`config.mk`:
```
export PLATFORM = sky130hd
export DESIGN_NAME = horiz_dist_sqrt_flat
export DESIGN_NICKNAME = d
export VERILOG_FILES = /design/src/rtl/tracking_pkg.sv /design/src/rtl/horiz_dist_sqrt_if.sv /design/src/rtl/horiz_dist_sqrt_isqrt_step.sv /design/src/rtl/horiz_dist_sqrt.sv /design/src/flat_wrapper.sv
export SDC_FILE = /design/constraint.sdc
export NUM_CORES = 1
export LEC_CHECK = 0
export CAP_MARGIN = 20
export CORE_MARGIN = 10
export CORE_UTILIZATION = 64
export CTS_CLUSTER_DIAMETER = 200
export CTS_CLUSTER_SIZE = 8
export DETAILED_ROUTE_END_ITERATION = 10
export GPL_TIMING_DRIVEN = 1
export PLACE_DENSITY_LB_ADDON = 0.12
export RECOVER_POWER = 25
export SYNTH_ARGS = -nofsm -noshare
export SYNTH_HDL_FRONTEND = slang
export SYNTH_SLANG_ARGS = --single-unit
```
`constraint.sdc`:
```
create_clock -name clk -period 7.3 [get_ports clk]
set_clock_uncertainty 0.15 [all_clocks]
set_input_delay 1.46 -clock clk [delete_from_list [all_inputs] [get_ports clk]]
set_output_delay 1.46 -clock clk [all_outputs]
set_load 0.02 [all_outputs]
```
`src/rtl/tracking_pkg.sv`:
```
// Shared sizing, FSM state encoding and helpers for the horizontal-distance square-root block.
package tracking_pkg;

    localparam int IN_W   = 12;
    localparam int ROOT_W = IN_W;
    localparam int RAD_W  = 2 * IN_W;
    // One sign-free bit of headroom above 2*root, plus one spare.
    localparam int REM_W  = ROOT_W + 2;
    localparam int ITER_W = $clog2(ROOT_W);

    typedef enum logic [2:0] {
        IDLE,
        SQUARE,
        SUM,
        ROOT,
        DONE
    } state_t;

    // Two's-complement magnitude; the most negative input maps to 2^(IN_W-1) as unsigned.
    function automatic logic [IN_W-1:0] abs_mag(input logic [IN_W-1:0] v);
        return v[IN_W-1] ? (~v + IN_W'(1)) : v;
    endfunction

endpackage

```
`src/rtl/horiz_dist_sqrt_if.sv`:
```
// Request/result bundle between the target tracker and the distance square-root block.
interface horiz_dist_sqrt_if;
    import tracking_pkg::*;

    logic                   start;
    logic signed [IN_W-1:0] dx;
    logic signed [IN_W-1:0] dy;
    logic                   busy;
    logic                   sqrt_ready;
    logic [ROOT_W-1:0]      sqrt_out;

    modport master (
        output start, dx, dy,
        input  busy, sqrt_ready, sqrt_out
    );

    modport slave (
        input  start, dx, dy,
        output busy, sqrt_ready, sqrt_out
    );

endinterface

```
`src/rtl/horiz_dist_sqrt_isqrt_step.sv`:
```
// One restoring square-root digit: shift in two radicand bits, try to subtract (4*root + 1).
module isqrt_step
    import tracking_pkg::*;
(
    input  logic [REM_W-1:0]  i_rem,
    input  logic [ROOT_W-1:0] i_root,
    input  logic [1:0]        i_bits,
    output logic [REM_W-1:0]  o_rem,
    output logic              o_root_bit
);

    logic [REM_W+1:0] w_shifted;
    logic [REM_W+1:0] w_trial;
    logic [REM_W-1:0] w_diff;

    assign w_shifted  = {i_rem, i_bits};
    assign w_trial    = {{(REM_W - ROOT_W){1'b0}}, i_root, 2'b01};
    assign o_root_bit = (w_shifted >= w_trial);
    // The true remainder always fits REM_W bits, so modular subtraction of the low bits is exact.
    assign w_diff     = w_shifted[REM_W-1:0] - w_trial[REM_W-1:0];
    assign o_rem      = o_root_bit ? w_diff : w_shifted[REM_W-1:0];

endmodule

```
`src/rtl/horiz_dist_sqrt.sv`:
```
// Iterative d = sqrt(dx^2 + dy^2): square, sum, then one root bit per cycle, result held until next job.
// Define ROUND_NEAREST_EN to round the result to nearest instead of truncating.
module horiz_dist_sqrt
    import tracking_pkg::*;
(
    input  logic             clk,
    input  logic             reset,
    horiz_dist_sqrt_if.slave bus
);

    state_t                  r_state;
    state_t                  w_state_next;
    logic signed [IN_W-1:0]  r_dx;
    logic signed [IN_W-1:0]  r_dy;
    logic [RAD_W-1:0]        r_sq_x;
    logic [RAD_W-1:0]        r_sq_y;
    logic [RAD_W-1:0]        r_rad;
    logic [REM_W-1:0]        r_rem;
    logic [ROOT_W-1:0]       r_root;
    logic [ITER_W-1:0]       r_iter;
    logic [ROOT_W-1:0]       r_sqrt_out;

    logic [RAD_W-1:0]        w_abs_x;
    logic [RAD_W-1:0]        w_abs_y;
    logic [REM_W-1:0]        w_rem_next;
    logic                    w_root_bit;
    logic [ROOT_W-1:0]       w_root_next;
    logic [ROOT_W-1:0]       w_result;

    assign w_abs_x = RAD_W'(abs_mag(r_dx));
    assign w_abs_y = RAD_W'(abs_mag(r_dy));

    isqrt_step u_step (
        .i_rem      (r_rem),
        .i_root     (r_root),
        .i_bits     (r_rad[RAD_W-1 -: 2]),
        .o_rem      (w_rem_next),
        .o_root_bit (w_root_bit)
    );

    assign w_root_next = {r_root[ROOT_W-2:0], w_root_bit};

`ifdef ROUND_NEAREST_EN
    // remainder = radicand - root^2; remainder > root means the true root is past root + 0.5.
    always_comb begin
        w_result = w_root_next;
        if ((w_rem_next > {{(REM_W - ROOT_W){1'b0}}, w_root_next}) && !(&w_root_next))
            w_result = w_root_next + ROOT_W'(1);
    end
`else
    assign w_result = w_root_next;
`endif

    // NOTE: state registers use non-blocking assignments so every flop samples pre-edge values.
    always_ff @(posedge clk) begin
        if (reset) r_state <= IDLE;
        else       r_state <= w_state_next;
    end

    // NOTE: the default assignment first keeps this block purely combinational (no latch).
    always_comb begin
        w_state_next = r_state;
        case (r_state)
            IDLE:    if (bus.start) w_state_next = SQUARE;
            SQUARE:  w_state_next = SUM;
            SUM:     w_state_next = ROOT;
            ROOT:    if (r_iter == '0) w_state_next = DONE;
            DONE:    w_state_next = IDLE;
            default: w_state_next = IDLE;
        endcase
    end

    always_ff @(posedge clk) begin
        if (reset) begin
            r_dx       <= '0;
            r_dy       <= '0;
            r_sq_x     <= '0;
            r_sq_y     <= '0;
            r_rad      <= '0;
            r_rem      <= '0;
            r_root     <= '0;
            r_iter     <= '0;
            r_sqrt_out <= '0;
        end else begin
            case (r_state)
                IDLE: begin
                    if (bus.start) begin
                        r_dx <= bus.dx;
                        r_dy <= bus.dy;
                    end
                end
                SQUARE: begin
                    r_sq_x <= w_abs_x * w_abs_x;
                    r_sq_y <= w_abs_y * w_abs_y;
                end
                SUM: begin
                    r_rad  <= r_sq_x + r_sq_y;
                    r_rem  <= '0;
                    r_root <= '0;
                    r_iter <= ITER_W'(ROOT_W - 1);
                end
                ROOT: begin
                    r_rad  <= r_rad << 2;
                    r_rem  <= w_rem_next;
                    r_root <= w_root_next;
                    r_iter <= r_iter - ITER_W'(1);
                    // Loaded on the edge into DONE so the value is new while sqrt_ready is high.
                    if (r_iter == '0) r_sqrt_out <= w_result;
                end
                default: ;
            endcase
        end
    end

    assign bus.busy       = (r_state == SQUARE) || (r_state == SUM) || (r_state == ROOT);
    assign bus.sqrt_ready = (r_state == DONE);
    assign bus.sqrt_out   = r_sqrt_out;

endmodule

```
`src/flat_wrapper.sv`:
```
// flat-port wrapper written by rule: the top's interface ports become plain ports
module horiz_dist_sqrt_flat import tracking_pkg::*;
  (clk, reset, bus_start, bus_dx, bus_dy, bus_busy, bus_sqrt_ready, bus_sqrt_out);
  horiz_dist_sqrt_if bus_i ();
  input  logic clk;
  input  logic reset;
  input wire logic [$bits(bus_i.start)-1:0] bus_start;
  input wire logic [$bits(bus_i.dx)-1:0] bus_dx;
  input wire logic [$bits(bus_i.dy)-1:0] bus_dy;
  output wire logic [$bits(bus_i.busy)-1:0] bus_busy;
  output wire logic [$bits(bus_i.sqrt_ready)-1:0] bus_sqrt_ready;
  output wire logic [$bits(bus_i.sqrt_out)-1:0] bus_sqrt_out;
  assign bus_i.start = bus_start;
  assign bus_i.dx = bus_dx;
  assign bus_i.dy = bus_dy;
  assign bus_busy = bus_i.busy;
  assign bus_sqrt_ready = bus_i.sqrt_ready;
  assign bus_sqrt_out = bus_i.sqrt_out;
  horiz_dist_sqrt u_core (.clk(clk), .reset(reset), .bus(bus_i));
endmodule
```
## After elaboration in Yosys (flattened, before gate mapping)

Index checks and enable logic that the tools add are counted.

- Register bits: 141
- Output and inout port bits: 14
- Word-level logic and storage cells: 44

- Add/sub/neg operators: 5
- Magnitude comparators: 1
- Multiplexer cells: 10
- Multipliers: 2
- Reduce and logical (&&, ||, !) cells: 8
- Bitwise logic cells: 2
- Eq/ne operators: 6

Operators by type and width:

| kind | number |
|---|---|
| multiplier 12 x 12 -> 24 bit | 2 |
| one-hot mux 24 bit (2 select lines) | 1 |
| one-hot mux 14 bit (2 select lines) | 1 |
| adder 12 x 1 -> 12 bit (second input constant) | 2 |
| adder 24 bit | 1 |
| two-way mux 12 bit | 2 |
| NOT 12 bit | 2 |
| one-hot mux 12 bit (2 select lines) | 1 |
| >= comparator 16 x 14 -> 1 bit | 1 |
| two-way mux 14 bit | 1 |
| subtractor 14 bit | 1 |
| one-hot mux 3 bit (4 select lines) | 1 |
| one-hot mux 4 bit (2 select lines) | 1 |
| == test 3 x 2 -> 1 bit (second input constant) | 2 |
| two-way mux 3 bit | 2 |
| AND reduction 2 bit | 3 |
| logical NOT 4 bit | 1 |
| subtractor 4 x 1 -> 4 bit (second input constant) | 1 |
| == test 3 x 1 -> 1 bit (second input constant) | 1 |
| == test 3 bit (second input constant) | 1 |
| logical NOT 3 bit | 1 |
| logical OR 1 bit | 2 |
| != test 2 x 1 -> 1 bit (second input constant) | 1 |
| != test 2 bit (second input constant) | 1 |
| nonzero test 2 bit | 1 |

## Depth between registers and ports, before layout

Gate-level depths: netlist of run 1.

- Depth in word-level cells: 4
- Gate-level depth with buffers: 27
- Gate-level depth less buffers: 26

## Cells and area by module

A second synthesis of run 1 with hierarchy kept.

- Cell total of the unflattened synthesis: 1867
- Area total of the unflattened synthesis: 15134.5 um^2

Modules (own cells, without submodules):

| module | times used | cells an instance | area an instance (um^2) |
|---|---|---|---|
| horiz_dist_sqrt | 1 | 1742 | 14132.3 |
| isqrt_step | 1 | 125 | 1002.2 |

## Worst setup path before layout of run 1

OpenSTA, ideal clock, no wires.

- Path type: reg-to-reg
- From: reg u_core.r_dx[0]
- To: reg u_core.r_sq_x[16]
- Library setup time: 117 ps
- Path buffers: 0
- Cell stages (with the launch flop): 24
- Data arrival time: 6389 ps
- Slack: 644 ps
- Cell sequence: dfxtp_1 clkinv_1 ha_1 nand2b_1 or3_1 o21ai_1 xor2_1 nor2_1 inv_1 fa_1 fa_1 inv_1 fa_1 fa_1 inv_1 fa_1 inv_1 ha_1 a2111o_1 o2111ai_1 a21oi_1 o21a_1 or3_1 a32o_1

- Word-level cells in the longest chain between the ends: 4

RTL lines:

| element | line | text |
|---|---|---|
| start, declared | horiz_dist_sqrt.sv:13 | `logic signed [IN_W-1:0] r_dx;` |
| start signal, assigned | horiz_dist_sqrt.sv:88 | `r_dx <= bus.dx;` |
| NOT 12 bit | tracking_pkg.sv:21 | `return v[IN_W-1] ? (~v + IN_W'(1)) : v;` |
| adder 12 x 1 -> 12 bit | tracking_pkg.sv:21 |  |
| two-way mux 12 bit (*) | tracking_pkg.sv:21 |  |
| multiplier 12 x 12 -> 24 bit (*) | horiz_dist_sqrt.sv:93 | `r_sq_x <= w_abs_x * w_abs_x;` |
| end signal, assigned | horiz_dist_sqrt.sv:93 |  |
| end, declared | horiz_dist_sqrt.sv:15 | `logic [RAD_W-1:0] r_sq_x;` |

Every way passes the cells marked *; elsewhere a longest branch is shown, timed or not.
A chain may end at the register's enable or synchronous reset.

## Worst setup path in the final report of run 1

- From: reg u_core.r_dx[0]
- To: reg u_core.r_sq_x[23]

Same word-level chain as after synthesis.

==> summary.md, run 1 <==
| Metric | Value |
|---|---|
| Ports | `41` |
| Post-Syn Instances | `1804` |
| Area grow syn2layout | `9.94%` |
| Max Cap Viol | `3` |
| Status | `finished with violations` |
| Worst-path clk slew | `0.06 ns` |
| Vias in the first global route | `12200` |
| Synth cell count leaders | `inv_1, nand2_1, fa_1` |
| Fillers | `1856` |
| Crit path max fanout | `7` |
| CTS tree | `yes` |
| LEAKAGE | `7.90 nW` |
| Dpl cells | `2122` |
| Failing checks | `capacitance limit, slew limit` |
| Core area | `22700 um2` |
| Critical Path RT | `7.45 ns` |
| Vias per Instance | `5.66` |
| Port buffer count | `40` |
| Root Buffer | `clkbuf_16` |
| Clock sink total | `139` |
| Kind of critical path | `register to register` |
| Sequential area share after synthesis | `18.7%` |
| CP Cell Sequence | `or3_4, or3_4, o31a_2, xnor2_4, inv_2, nand2_1, fa_1, fa_1, inv_1, fa_1, fa_1, inv_1, fa_1, inv_1, ha_1, a2111o_1, o211ai_1, o221ai_1, a221oi_2, nor4_2, nand3b_1` |
| Warnings, synthesis | `0` |
| Gpl congestion | `0.948` |
| Num CTS Buffers | `17` |
| Number of gates resized after cts | `0` |
| Non-Filler Instances | `2154` |
| Overall power after layout | `0.00317 W` |
| Layout cell share with drive strength beyond 1 | `5.72%` |
| Peak supply drop | `0.138 mV` |
| Met1 WL | `15.3 mm` |
| WP data arrival | `7.16 ns` |
| Final setup margin | `0.290 ns` |
| Final setup viols | `0` |
| Flops & latches, synth | `139` |
| Synthesized area per cell | `8.23 um2` |
| Slew HR | `-45.7%` |
| Synthesized cell area | `14800 um2` |
| Fin nets | `2195` |
| Worst-margin pin slew | `2.19 ns` |
| GR Util All Layers | `24.6%` |
| Antenna violations before repair | `0` |
| Remaining DRCs | `0` |
| Diode count | `0` |
| Top post-synthesis cells by area | `fa_1, dfxtp_1, ha_1` |
| CP Capture Type | `register` |
| Clock Latency Late Sink | `0.43 ns` |
| Critical path buffers and inverters | `4` |
| Synth area leader | `fa_1` |
| Post-route minimum period | `7.01 ns` |
| WL met2 | `17.2 mm` |
| Total grt overflow | `0` |
| Met3 wire length | `1.89 mm` |
| Htree depth | `4` |
| Post-synth EDFFs | `0` |
| Fraction of registers with async set/reset | `0%` |
| First-pass GRT wire length | `58.7 mm` |
| Delay-heaviest family, CP | `adder cells` |
| Most common cell in the synthesized netlist | `inv_1` |
| Full die area | `29700 um2` |
| ANT nets after route | `0` |
| WL/cell | `16.3 um` |
| Area fraction of the dominant cell type after synthesis | `21.4%` |
| DRT Wirelength | `35.1 mm` |
| CP max stage cell | `fa_1` |
| Post-CTS setup buffers | `0` |
| Final hold slack | `0.306 ns` |
| DRT Pass-1 Iters | `5` |
| Clock Tree Buf Depth | `2` |
| Initial Utilization | `65.4%` |
| Max Slew Vio Count | `136` |
| Top sig layer | `met4` |
| Top FF cell, synth | `dfxtp_1` |
| FF-to-FF setup slack | `0.29 ns` |
| Final core occ | `71.9%` |
| Post-place setup slack | `0.228 ns` |
| Die W | `172 um` |
| Pwr Density | `194 nW/um2` |
| Fin. Hold Viols | `0` |
| Via Count | `12200` |
| Synth cell types | `84` |
| Startpoint class of the critical path | `register` |
| Die height | `172 um` |
| Post-DP HPWL | `28.0 mm` |
| Min-Delay Path Class | `register to register` |
| Part of the cycle the worst path needs | `96.0%` |
| Hold bufs inserted after CTS | `0` |
| CP max stage delay | `0.55 ns` |
| Max Fclk | `0.143 GHz` |
| Most used cell, CP | `fa_1` |
| Rows | `55` |
| Initial drt markers | `793` |
| Largest net degree at the start of global routing | `67` |
## final cells by class
type / instances / area (um2) / share of cell area [%]
multi-input cells: 1306 / 10700 / 65.8
repair buffers: 75 / 658 / 4.03
clock inverters: 14 / 146 / 0.897
flip-flops and latches: 139 / 2780 / 17.1
well taps: 285 / 357 / 2.19
inverters: 317 / 1190 / 7.30
clock buffers: 18 / 439 / 2.69
## kinds of logic (layout without fill, tap and decap cells)
kind of cell / Yosys count / in the layout / synth area share [%]
AO/OA/AOI/OAI: 364 / 364 / 15.6
XOR/XNOR: 77 / 77 / 4.80
adder cells (fa/ha/maj): 312 / 312 / 34.3
buffers and inverters: 373 / 424 / 9.50
flip-flops: 139 / 139 / 18.7
multiplexers: 22 / 22 / 1.52
other: 2 / 16 / 0.0506
AND/OR/NAND/NOR: 515 / 515 / 15.4
## layout by cell type (no fill, tap or decap), types with 9 or more instances in the layout
master,instances
buf_4,31
nand2b_1,9
ha_1,153
nor2_1,141
nand3_1,30
o21a_1,18
a211oi_1,19
o211ai_1,9
conb_1,16
xor2_1,36
clkbuf_16,17
nor3_1,21
xnor2_1,38
o21bai_1,12
o31ai_1,11
inv_1,309
clkdlybuf4s50_1,39
fa_1,159
mux2i_1,18
dfxtp_1,139
o21ai_0,59
a21oi_1,135
nand2_1,243
nor2b_1,10
a21o_1,24
## state kept, by name (all words and copies together) (netlist names)
register	cells
u_core.r_iter	4
u_core.r_root	12
u_core.r_dx	12
u_core.r_rem	14
u_core.r_rad	24
u_core.r_dy	12
u_core.r_state	3
u_core.r_sq_y	23
u_core.bus.sqrt_out	12
u_core.r_sq_x	23
## through the flow
step / setup TNS [ns] / instance area, um2
6_report: 0 / 16300
5_1_grt: -0.00229 / 16300
4_1_cts: 0 / 16300
3_5_place_dp: 0 / 15700
3_3_place_gp: 0 / 15700
2_1_floorplan: 0 / 14900
## worst paths after layout
kind	startpoint	to	depth (start not counted)
max	u_core.r_dx[0]$_SDFFE_PP0P_	u_core.r_sq_x[23]$_SDFFE_PP0P_	21
max reg2reg	u_core.r_dx[0]$_SDFFE_PP0P_	u_core.r_sq_x[23]$_SDFFE_PP0P_	21
min	u_core.r_root[11]$_SDFFE_PP0P_	u_core.r_root[11]$_SDFFE_PP0P_	2
min reg2reg	u_core.r_root[11]$_SDFFE_PP0P_	u_core.r_root[11]$_SDFFE_PP0P_	2
## where the power goes
part / leakage [nW] / internal, W / switching (W)
clock network: 0.283 / 0.000491 / 0.000369
logic: 6.48 / 0.000564 / 0.000873
registers: 1.13 / 0.000819 / 0.0000530
## worst reg2reg max path, stage by stage, from the launching register on
cell      delay, ns
dfxtp_1        0.38
or3_4          0.43
or3_4          0.36
o31a_2         0.34
xnor2_4        0.25
inv_2          0.13
nand2_1        0.13
fa_1           0.47
fa_1           0.55
inv_1          0.06
fa_1           0.50
fa_1           0.55
inv_1          0.05
fa_1           0.52
inv_1          0.04
ha_1           0.35
a2111o_1       0.45
o211ai_1       0.25
o221ai_1       0.27
a221oi_2       0.39
nor4_2         0.07
nand3b_1       0.18
## layer usage
layer | vias to the layer above | track usage, %
li1 | 5974 | -
met1 | 5886 | 31.4
met2 | 299 | 42.6
met3 | 41 | 3.63
met4 | 0 | 6.48
met5 | - | 0
No activity file was read; power rests on OpenSTA's default activity.
==> inputs of run 2 (changes only) <==
CORE_UTILIZATION = 69   (was 64)
CTS_CLUSTER_SIZE = 12   (was 8)
clock period = 8.75 ns   (was 7.3 ns; I/O delays follow)
==> run 2 against run 1 <==
Largest cell class unchanged. Sequential cell count did not move. The run still ends with capacitance limit, slew limit left. Via count grew 1.2%. Worst hold slack got worse by 0.0011 ns. Cell area down 1.1%. Critical path depth rose by 1.
==> summary.md, run 2 (synthesis gave the netlist of run 1 again) <==
| Metric | Value |
|---|---|
| FF-to-FF setup slack | `1.41 ns` |
| DRT Pass-1 Iters | `6` |
| Root Buffer | `clkbuf_16` |
| Met1 WL | `14.8 mm` |
| Clock Tree Buf Depth | `2` |
| Fin. Hold Viols | `0` |
| Part of the cycle the worst path needs | `83.8%` |
| WL/cell | `16.5 um` |
| Critical Path RT | `8.92 ns` |
| Status | `finished with violations` |
| Ports | `41` |
| Max reg flops | `24` |
| Worst-path clk slew | `0.07 ns` |
| Initial Utilization | `70.4%` |
| Top reg by flops | `u_core.r_rad` |
| Startpoint class of the critical path | `register` |
| Max Fclk | `0.136 GHz` |
| Area grow syn2layout | `8.71%` |
| Core area | `21100 um2` |
| Initial drt markers | `890` |
| Largest net degree at the start of global routing | `80` |
| Final setup viols | `0` |
| Most frequent cells in the layout | `inv_1, nand2_1, fa_1` |
| Vias in the first global route | `12500` |
| Worst r2r path cells | `22` |
| RSZ-0062 raised after global routing | `no` |
| CTS tree | `yes` |
| Number of gates resized after cts | `0` |
| Failing checks | `capacitance limit, slew limit` |
| Crit path max fanout | `9` |
| Slew HR | `-140%` |
| Port buffer count | `40` |
| FF-to-FF Start | `u_core.r_dx[0]$_SDFFE_PP0P_` |
| Die W | `167 um` |
| Via Count | `12300` |
| Antenna violations before repair | `0` |
| Die height | `167 um` |
| Total grt overflow | `0` |
| Commonest non-fill, non-tap cell in the layout | `inv_1` |
| WP data arrival | `7.51 ns` |
| GR Util All Layers | `25.4%` |
| Layout cell share with drive strength beyond 1 | `4.54%` |
| LEAKAGE | `7.81 nW` |
| WL met2 | `17.0 mm` |
| Full die area | `27800 um2` |
| Rows | `53` |
| Post-DP HPWL | `27.9 mm` |
| Vias per Instance | `5.81` |
| CP endpoint | `u_core.r_sq_x[16]$_SDFFE_PP0P_` |
| Hold bufs inserted after CTS | `0` |
| DRT Wirelength | `35.0 mm` |
| Diode count | `0` |
| Peak supply drop | `0.134 mV` |
| Dpl cells | `2092` |
| Clock Latency Late Sink | `0.43 ns` |
| Met3 wire length | `2.04 mm` |
| Min-Delay Path Class | `register to register` |
| Post-place setup slack | `1.51 ns` |
| Worst-margin pin slew | `3.60 ns` |
| Max Slew Vio Count | `117` |
| Crit. Startpoint | `u_core.r_dx[0]$_SDFFE_PP0P_` |
| Total negative slack | `0 ns` |
| Num CTS Buffers | `17` |
| Non-Filler Instances | `2125` |
| Remaining DRCs | `0` |
| Gpl congestion | `1.00` |
| Htree depth | `4` |
| Kind of critical path | `register to register` |
| Clock sink total | `139` |
| Post-route minimum period | `7.34 ns` |
| Final setup margin | `1.41 ns` |
| CP Capture Type | `register` |
| Top sig layer | `met4` |
| Post-CTS setup buffers | `0` |
| ANT nets after route | `0` |
| Largest registers | `u_core.r_rad (24), u_core.r_sq_x (23), u_core.r_sq_y (23)` |
| Critical R2R Capture | `u_core.r_sq_x[16]$_SDFFE_PP0P_` |
| First-pass GRT wire length | `59.5 mm` |
| Fin nets | `2176` |
| Pwr Density | `162 nW/um2` |
| Max Cap Viol | `2` |
## run 2: cell types whose count changed in the layout (fill, tap and decap cells not counted), moves of 2 or more
cell	previous run	this run
a21oi_1	135	137
a21oi_2	4	2
buf_4	31	14
clkbuf_1	4	2
clkinv_2	1	3
## run 2: how the worst min path moves through the flow
| stage | slack (ns) | endpoint | start | cells after the start |
|---|---|---|---|---|
| global route | 0.33 | u_core.bus.sqrt_out[2]$_SDFFE_PP0P_ | u_core.bus.sqrt_out[2]$_SDFFE_PP0P_ | 2 |
| detailed placement | 0.30 | u_core.bus.sqrt_out[2]$_SDFFE_PP0P_ | u_core.bus.sqrt_out[2]$_SDFFE_PP0P_ | 2 |
| finish | 0.30 | u_core.bus.sqrt_out[2]$_SDFFE_PP0P_ | u_core.bus.sqrt_out[2]$_SDFFE_PP0P_ | 2 |
| floorplan | 0.28 | u_core.r_sq_x[17]$_SDFFE_PP0P_ | u_core.r_sq_x[17]$_SDFFE_PP0P_ | 2 |
| global placement | 0.29 | u_core.r_rad[0]$_SDFFE_PP0P_ | u_core.r_rad[0]$_SDFFE_PP0P_ | 2 |
| CTS | 0.31 | u_core.bus.sqrt_out[2]$_SDFFE_PP0P_ | u_core.bus.sqrt_out[2]$_SDFFE_PP0P_ | 2 |
## run 2: through the flow
| step | hold slack, ns | area (um2) | util [%] | power (W) |
|---|---|---|---|---|
| after global placement | 0.290 | 15500 | 73.7 | 0.00185 |
| after detailed placement | 0.297 | 15500 | 73.7 | 0.00189 |
| after CTS | 0.306 | 16100 | 76.4 | 0.00261 |
| final | 0.304 | 16100 | 76.5 | 0.00262 |
| after global routing | 0.327 | 16100 | 76.5 | 0.00281 |
| after floorplan | 0.279 | 14900 | - | 0.00161 |
## run 2: final cells by class
class	instances	area, um2
multi-input combinational	1306	10700
clock inverter	15	150
clock buffer	17	425
timing repair buffer	56	531
inverter	317	1190
sequential	139	2780
fill	1629	4950
tap	275	344
## run 2: routing by layer
layer	GRT usage (%)	vias to the layer above
met1	31.1	5926
met5	0	-
li1	-	5945
met4	10.2	0
met2	42.7	391
met3	5.53	87
## run 2: power breakdown
part / switching, W / internal (W)
combinational: 0.000714 / 0.000455
clock: 0.000323 / 0.000401
sequential: 0.0000436 / 0.000683
## run 2: critical path: stages (launching register included)
cell	delay [ns]
dfxtp_1	0.46
clkinv_1	0.32
ha_1	0.32
nand2b_1	0.17
o21ai_0	0.15
xor2_1	0.55
inv_1	0.27
nand2_1	0.15
fa_1	0.47
fa_1	0.51
inv_1	0.06
fa_1	0.50
fa_1	0.55
inv_1	0.05
fa_1	0.52
inv_1	0.04
ha_1	0.34
a2111o_1	0.42
o2111ai_1	0.24
a21oi_1	0.20
o21a_1	0.22
or3_1	0.31
a32o_1	0.25
==> inputs of run 3 (changes only) <==
CORE_UTILIZATION = 64   (was 69)
clock period = 7.6 ns   (was 8.75 ns; I/O delays follow)
==> run 3 against run 2 <==
Sequential power increased by 16%. Global-route usage decreased by 0.31 points. Maximum frequency increased by 2.0%. Cell area increased by 0.65%. Routed wire length increased by 1.5%. Worst hold slack improved by 0.00085 ns. Die area increased by 6.9%. Setup slack got worse by 1.0 ns. Final cell count increased by 0.56%. First-iteration DRC count increased by 9.4%. The flow still finishes with violations (capacitance limit, slew limit).
==> summary.md, run 3 (synthesis gave the netlist of run 1 again) <==
| Metric | Value |
|---|---|
| CP Cell Sequence | `clkinv_1, ha_1, nand2b_1, o21ai_0, xor2_2, inv_1, nand2_1, fa_1, fa_1, inv_1, fa_1, fa_1, inv_1, fa_1, inv_1, ha_1, a2111o_1, o211ai_1, o221ai_1, a221oi_1, nor4_2, nand3b_1` |
| Rows | `55` |
| Post-route minimum period | `7.19 ns` |
| Slew HR | `-90.5%` |
| Multi-input logic area | `10700 um2` |
| Most frequent cells in the layout | `inv_1, nand2_1, fa_1` |
| Final core occ | `71.5%` |
| Fin nets | `2178` |
| ANT nets after route | `0` |
| Fin. Hold Viols | `0` |
| CP max stage delay | `0.54 ns` |
| Num CTS Buffers | `17` |
| Crit path max fanout | `9` |
| Full die area | `29700 um2` |
| Port buffer count | `40` |
| Final setup margin | `0.412 ns` |
| Part of the cycle the worst path needs | `94.6%` |
| LEAKAGE | `7.86 nW` |
| Delay-heaviest family, CP | `adder cells` |
| Via Count | `12200` |
| Max reg flops | `24` |
| Vias per Instance | `5.73` |
| Largest registers | `u_core.r_rad (24), u_core.r_sq_x (23), u_core.r_sq_y (23)` |
| Top reg by flops | `u_core.r_rad` |
| Non-Filler Instances | `2137` |
| Clock Tree Buf Depth | `2` |
| First-pass GRT wire length | `60.0 mm` |
| Final setup viols | `0` |
| Core area | `22700 um2` |
| CP max stage cell | `fa_1` |
| Commonest non-fill, non-tap cell in the layout | `inv_1` |
| RSZ-0062 raised after global routing | `no` |
| Startpoint class of the critical path | `register` |
| Post-place setup slack | `0.300 ns` |
| Critical Path RT | `7.76 ns` |
| Max Fclk | `0.139 GHz` |
| DRT Pass-1 Iters | `7` |
| Pwr Density | `192 nW/um2` |
| Ports | `41` |
| Total grt overflow | `0` |
| Critical path buffers and inverters | `5` |
| Area grow syn2layout | `9.41%` |
| Dpl cells | `2104` |
| Worst-margin pin slew | `2.86 ns` |
| Status | `finished with violations` |
| CTS tree | `yes` |
| Post-CTS setup buffers | `0` |
| Most used cell, CP | `fa_1` |
| WP data arrival | `7.34 ns` |
| Register area | `2780 um2` |
| Kind of critical path | `register to register` |
| Clock sink total | `139` |
| Final hold slack | `0.305 ns` |
| Die height | `172 um` |
| Diode count | `0` |
| DRT Wirelength | `35.6 mm` |
| Largest net degree at the start of global routing | `65` |
| Clock Latency Late Sink | `0.43 ns` |
| Antenna violations before repair | `0` |
| WL/cell | `16.6 um` |
| Vias in the first global route | `12300` |
| Met1 WL | `15.5 mm` |
| CP Capture Type | `register` |
| Initial drt markers | `974` |
| Initial Utilization | `65.4%` |
| Remaining DRCs | `0` |
| GR Util All Layers | `25.1%` |
| Gpl congestion | `0.936` |
| Root Buffer | `clkbuf_16` |
| Max Slew Vio Count | `117` |
| Failing checks | `capacitance limit, slew limit` |
| Met3 wire length | `1.84 mm` |
| Layout cell share with drive strength beyond 1 | `4.86%` |
| WL met2 | `17.3 mm` |
| Total negative slack | `0 ns` |
| Peak supply drop | `0.179 mV` |
| Top sig layer | `met4` |
| Worst-path clk slew | `0.07 ns` |
| Htree depth | `4` |
| Fillers | `1873` |
| Die W | `172 um` |
| Post-DP HPWL | `28.2 mm` |
| Min-Delay Path Class | `register to register` |
| Max Cap Viol | `2` |
run 3: cell count changes in the layout (fill, tap and decap cells not counted), sizes merged:
cell and delta:
buf +2, bufinv +2, clkbuf +1, clkinv -1
clkinvlp -2
run 3: per-layer routing:
metal | up-vias | track usage, %
li1 | 5944 | -
met3 | 67 | 3.42
met2 | 336 | 42.9
met5 | - | 0
met1 | 5888 | 31.9
met4 | 0 | 8.62
run 3: metrics by stage:
stage	area, um2	power (W)
global placement	15600	0.00215
CTS	16200	0.00311
finish	16200	0.00311
detailed placement	15600	0.00219
global route	16200	0.00334
floorplan	14900	0.00185
run 3: final cells by class:
| class | count | share of cell area, % |
|---|---|---|
| Clock buffer | 18 | 2.70 |
| Clock inverter | 14 | 1.22 |
| Inverter | 317 | 7.33 |
| Multi-Input combinational cell | 1306 | 66.1 |
| Sequential cell | 139 | 17.1 |
| Tap cell | 285 | 2.20 |
| Timing Repair Buffer | 58 | 3.36 |
run 3: tightest hold or removal path: cells and delay by family, from the launching register on:
kind | cells | cell delay [ns]
AND/OR/NAND/NOR | 1 | 0.05
AO/OA/AOI/OAI | 1 | 0.05
flip-flops | 1 | 0.31
run 3: report_power, final:
part | switching [W] | internal (W) | total [W] | leakage (nW)
Combinational | 0.000830 | 0.000530 | 0.00136 | 6.42
Clock | 0.000375 | 0.000540 | 0.000914 | 0.313
Sequential | 0.0000530 | 0.000786 | 0.000840 | 1.13
run 3: what timing repair did:
item	in CTS	in global routing
resized for setup	0	4
hold buffers	0	0
endpoints found under the setup margin	0	9
run 3: final timing paths:
path,endpoint,start,cells past startpoint,slack (ns)
worst min register to register,u_core.bus.sqrt_out[8]$_SDFFE_PP0P_,u_core.bus.sqrt_out[8]$_SDFFE_PP0P_,2,0.31
worst max register to register,u_core.r_sq_x[23]$_SDFFE_PP0P_,u_core.r_dx[0]$_SDFFE_PP0P_,22,0.41
worst min-delay path,u_core.bus.sqrt_out[8]$_SDFFE_PP0P_,u_core.bus.sqrt_out[8]$_SDFFE_PP0P_,2,0.31
worst max-delay path,u_core.r_sq_x[23]$_SDFFE_PP0P_,u_core.r_dx[0]$_SDFFE_PP0P_,22,0.41
